### src/rtl/la_spram_bist_if.sv
// la_spram_bist_if: single-port RAM bus between the BIST engine (master) and the RAM (slave).
interface la_spram_bist_if #(
   parameter int DW = 32,
   parameter int AW = 10
);
   logic          ce;
   logic          we;
   logic [DW-1:0] wmask;
   logic [AW-1:0] addr;
   logic [DW-1:0] din;
   logic [DW-1:0] dout;
   modport master(output ce, we, wmask, addr, din, input dout);
   modport slave(input ce, we, wmask, addr, din, output dout);
endinterface

### src/rtl/la_spram_bist.sv
// la_spram_bist: March C- self-test engine driving one single-port RAM.
// Define LA_SPRAM_BIST_ERRCNT_EN to count every mismatch and always run to completion.
module la_spram_bist #(
   parameter int DW = 32,
   parameter int AW = 10
) (
   input  logic          clk,
   input  logic          reset,
   input  logic          start,
   output logic          busy,
   output logic          done,
   output logic          fail,
   output logic [AW-1:0] fail_addr,
   output logic [2:0]    fail_elem,
`ifdef LA_SPRAM_BIST_ERRCNT_EN
   output logic [15:0]   err_count,
`endif
   la_spram_bist_if.master mem
);
   typedef enum logic [1:0] {IDLE, RUN, DRAIN, DONE} state_t;
   state_t        state, state_nx;
   logic [2:0]    elem;
   logic [AW-1:0] addr;
   logic          ph;
   logic          rd_v;
   logic [DW-1:0] exp_d;
   logic [AW-1:0] exp_a;
   logic [2:0]    exp_e;
   logic          run, go, two_op, wr, up, last_a, last, mism, ce;
   always_comb begin
      run    = state == RUN;
      go     = start && (state == IDLE || state == DONE);
      two_op = elem != 3'd0 && elem != 3'd5;
      wr     = elem == 3'd0 || (two_op && ph);
      up     = elem < 3'd3;
      last_a = up ? addr == {AW{1'b1}} : addr == '0;
      last   = last_a && (ph || !two_op);
      mism   = rd_v && mem.dout != exp_d;
   end
   always_ff @(posedge clk)
      if (reset) state <= IDLE;
      else state <= state_nx;
   always_comb begin
      state_nx = go ? RUN :
                 state == DRAIN ? DONE :
                 (run && last && elem == 3'd5) ? DRAIN : state;
`ifndef LA_SPRAM_BIST_ERRCNT_EN
      if (mism) state_nx = DONE;
`endif
   end
   always_comb begin
`ifdef LA_SPRAM_BIST_ERRCNT_EN
      ce = run;
`else
      ce = run && !mism;
`endif
      busy      = state == RUN || state == DRAIN;
      done      = state == DONE;
      mem.ce    = ce;
      mem.we    = ce && wr;
      mem.wmask = busy ? '1 : '0;
      mem.addr  = run ? addr : '0;
      mem.din   = (run && elem[0]) ? '1 : '0;
   end
   always_ff @(posedge clk) begin
      if (reset) begin
         elem      <= '0;
         addr      <= '0;
         ph        <= 1'b0;
         rd_v      <= 1'b0;
         exp_d     <= '0;
         exp_a     <= '0;
         exp_e     <= '0;
         fail      <= 1'b0;
         fail_addr <= '0;
         fail_elem <= '0;
`ifdef LA_SPRAM_BIST_ERRCNT_EN
         err_count <= '0;
`endif
      end else begin
         rd_v  <= ce && !wr;
         exp_d <= (elem == 3'd2 || elem == 3'd4) ? '1 : '0;
         exp_a <= addr;
         exp_e <= elem;
         if (go) begin
            elem      <= '0;
            addr      <= '0;
            ph        <= 1'b0;
            fail      <= 1'b0;
            fail_addr <= '0;
            fail_elem <= '0;
`ifdef LA_SPRAM_BIST_ERRCNT_EN
            err_count <= '0;
`endif
         end else begin
            if (run) begin
               if (two_op && !ph) ph <= 1'b1;
               else begin
                  ph <= 1'b0;
                  // next element reloads the counter at its own start end
                  if (last_a) begin
                     elem <= elem + 3'd1;
                     addr <= elem >= 3'd2 ? '1 : '0;
                  end else addr <= up ? addr + 1'b1 : addr - 1'b1;
               end
            end
            if (mism && !fail) begin
               fail      <= 1'b1;
               fail_addr <= exp_a;
               fail_elem <= exp_e;
            end
`ifdef LA_SPRAM_BIST_ERRCNT_EN
            if (mism && err_count != 16'hFFFF) err_count <= err_count + 16'd1;
`endif
         end
      end
   end
endmodule

### src/flat_wrapper.sv
// flat-port wrapper written by rule: the top's interface ports become plain ports
module la_spram_bist_flat 
#(
   parameter int DW = 32,
   parameter int AW = 10
)
  (clk, reset, start, busy, done, fail, fail_addr, fail_elem, mem_ce, mem_we, mem_wmask, mem_addr, mem_din, mem_dout);
  la_spram_bist_if #(.DW(DW), .AW(AW)) mem_i ();
  input  logic clk;
  input  logic reset;
  input  logic start;
  output logic busy;
  output logic done;
  output logic fail;
  output logic [AW-1:0] fail_addr;
  output logic [2:0] fail_elem;
  output wire logic [$bits(mem_i.ce)-1:0] mem_ce;
  output wire logic [$bits(mem_i.we)-1:0] mem_we;
  output wire logic [$bits(mem_i.wmask)-1:0] mem_wmask;
  output wire logic [$bits(mem_i.addr)-1:0] mem_addr;
  output wire logic [$bits(mem_i.din)-1:0] mem_din;
  input wire logic [$bits(mem_i.dout)-1:0] mem_dout;
  assign mem_ce = mem_i.ce;
  assign mem_we = mem_i.we;
  assign mem_wmask = mem_i.wmask;
  assign mem_addr = mem_i.addr;
  assign mem_din = mem_i.din;
  assign mem_i.dout = mem_dout;
  la_spram_bist #(.DW(DW), .AW(AW)) u_core (.clk(clk), .reset(reset), .start(start), .busy(busy), .done(done), .fail(fail), .fail_addr(fail_addr), .fail_elem(fail_elem), .mem(mem_i));
endmodule
### config.mk
export PLATFORM = sky130hd
export DESIGN_NAME = la_spram_bist_flat
export DESIGN_NICKNAME = d
export VERILOG_FILES = /design/src/rtl/la_spram_bist_if.sv /design/src/rtl/la_spram_bist.sv /design/src/flat_wrapper.sv
export SDC_FILE = /design/constraint.sdc
export NUM_CORES = 1
export LEC_CHECK = 0
export ABC_AREA = 1
export CELL_PAD_IN_SITES_DETAIL_PLACEMENT = 1
export CELL_PAD_IN_SITES_GLOBAL_PLACEMENT = 2
export CORE_MARGIN = 4
export CORE_UTILIZATION = 23
export DETAILED_ROUTE_END_ITERATION = 10
export GPL_ROUTABILITY_DRIVEN = 0
export HOLD_SLACK_MARGIN = 0.08
export PLACE_DENSITY_LB_ADDON = 0.1
export SYNTH_ARGS = -nofsm -noshare
export SYNTH_HDL_FRONTEND = slang
export SYNTH_SLANG_ARGS = --single-unit
### constraint.sdc
create_clock -name clk -period 2.19 [get_ports clk]
set_input_delay 0.219 -clock clk [delete_from_list [all_inputs] [get_ports clk]]
set_output_delay 0.219 -clock clk [all_outputs]
set_load 0.02 [all_outputs]
==> reports/qor.txt <==
max-cap violation count - 0
vias in the first global route - 3223
grt ovf - 0
clock latency on the worst-skew pair - 290 ps
routed vias - 3091
die area - 16400 um2
Final Setup Violations - 0
Req. time, crit path - 1970 ps
Max Freq - 0.487 GHz
wire per inst - 12.6 um
Final min period - 2050 ps
PD cells - 703 nW/um2
Post-Syn Instances - 506
Syn-to-layout area delta - 39.7%
Max Slew Vio Count - 0
synthesized flop and latch total - 45
Worst setup EP type - output pin
width of the die - 128 um
critical path arrival - 1830 ps
Ant. Diodes - 0
CTS Buffer Depth - 2
Synth area leader - dfxtp_1
Die Ht - 128 um
pin count of the biggest net entering global routing - 34
I/O pins - 127
CTS Root Cell - clkbuf_16
Final Net Count - 635
crit path kind - reg2out
Vias per Instance - 4.04
startpoint types - flip-flop
unique cell type count in the Yosys netlist - 34
final hold vios - 0
Initial Util - 23.6%
most frequent cells in the layout - 100 x nand2_1, 96 x inv_1, 58 x clkdlybuf4s50_1, 52 x nor2_1, 44 x dfxtp_1
Worst VDD drop - 0.391 mV
antenna violations before repair - 0
Clock Sinks - 45
Final ANT Viol Nets - 0
final worst slack - 137 ps
TNS Setup - 0 ps
worst-margin pin slew - 503 ps
Std-Cell Rows - 43
syn avg cell area - 6.53 um2
1st-pass router iterations - 4
Port Buf Inserts - 126
CP max FO - 8
cts bufs inserted - 5
first-pass GRT wire length - 15.9 mm
Core ar. - 14000 um2
share of cells above drive strength 1 - 10.1%
Synth top area share - 27.3%
starting DRC count in detailed routing - 65
leakage - 2.75 nW
Hold Crit Class - reg2reg
CTS tree - done
Seq/Total Area, Yosys - 27.3%
mapped cell area - 3310 um2
slew margin rel. - 66.4%
Total GRT Usage - 11.7%
drt drc - 0
Setup WS pre-CTS - -216 ps
RSZ-0062 raised after global routing - false
main area contributors after synthesis - dfxtp_1 27%, buf_4 15%, nand2_1 11%, inv_1 11%, nor2_1 5.9%
fin crit share - 93.8%
overall power - 3.25 mW
leading cell type in the layout, fill and taps excluded - nand2_1
DRT Wirelength - 9.65 mm
yosys warns - 0
H-tree depth - 2
Synth Net Count - 557
dpl hpwl - 7.81 mm
CTS Hold Bufs - 0
Final Skew - 7.13 ps
CTS clock-pin slew for the worst setup and hold paths - 70 ps
outcome - completed
per-stage QoR:
stage                     cells  util [%]  cell area [um2]  hold WS [ps]
after floorplan             506         -             3310           454
after global placement      757      31.6             4420           494
after detailed placement    757      31.6             4420           493
after CTS                   765      32.5             4550           506
after global routing        765      33.0             4620           531
final                       765      33.0             4620           497
registers in the layout, indices dropped and copies added, names as in the netlist:
| name | flops |
|---|---|
| u_core.exp_e | 3 |
| u_core.rd_v | 1 |
| u_core.ph | 1 |
| u_core.exp_d | 1 |
| u_core.fail_addr | 10 |
| u_core.state | 2 |
| u_core.exp_a | 10 |
| u_core.elem | 3 |
| u_core.fail | 1 |
| u_core.addr | 10 |
| u_core.fail_elem | 3 |
worst max-delay path, stage by stage (launching register included):
cell and delay [ps]:
dfxtp_1 430, ha_4 220, buf_4 180, nand2_1 60
inv_1 60, clkdlybuf4s50_1 600
path summary, 6_finish.rpt:
check                                      from         endpoint  slack, ps  depth (start not counted)
worst min register to register   u_core.addr[0]  u_core.exp_a[0]        500                          2
worst max-delay path            u_core.state[0]      mem_addr[5]        140                          5
worst min-delay path             u_core.addr[0]  u_core.exp_a[0]        500                          2
worst max register to register   u_core.elem[1]   u_core.addr[6]        190                         10
routing by layer:
metal	global-route usage [%]	vias up	share of wire, %
li1	-	1626	-
met2	20.7	43	51
met4	2.75	0	0.66
met1	14.8	1417	45
met3	1.92	5	3.1
met5	0	-	0
power breakdown:
group / leakage [nW] / switching [mW] / internal [mW] / total (mW)
Clock: 0.0831 / 0.324 / 0.570 / 0.894
Combinational: 2.30 / 0.879 / 0.535 / 1.41
Sequential: 0.365 / 0.0608 / 0.878 / 0.939
Total: 2.75 / 1.26 / 1.98 / 3.25
synth_stat cells (all sizes together):
library cell / n
or2: 6
clkbuf: 5
nand3: 20
dfxtp: 45
buf: 70
nand3b: 4
xnor2: 1
nand4: 16
nor2: 62
inv: 102
xor2: 2
a21oi: 23
a21boi: 1
a21o: 2
ha: 15
nand2: 105
o211ai: 1
a211oi: 1
o21ai: 17
fa: 1
nor3: 6
o31ai: 1
cell type report:
cell class / count / area [um2]
clock buffer: 6 / 139
clock inverter: 2 / 37.5
fill: 1750 / 9370
inverter: 102 / 383
multi-input combinational: 284 / 1490
sequential: 45 / 902
tap: 180 / 225
timing repair buffer: 146 / 1450
cell families after synthesis:
logic type,Yosys count,synth area share (%)
simple gates,219,29.8
xor+xnor,3,0.795
flops,45,27.3
fa+ha+maj,16,6.28
compound gates,46,7.68
buf+inv,177,28.2
timing repair:
action | CTS | global route
resized for setup | 44 | 32
endpoints found under the hold margin | 0 | 0
buffers inserted | 0 | 0
setup endpoints to repair | 74 | 35
(Power assumes the default switching activity.)
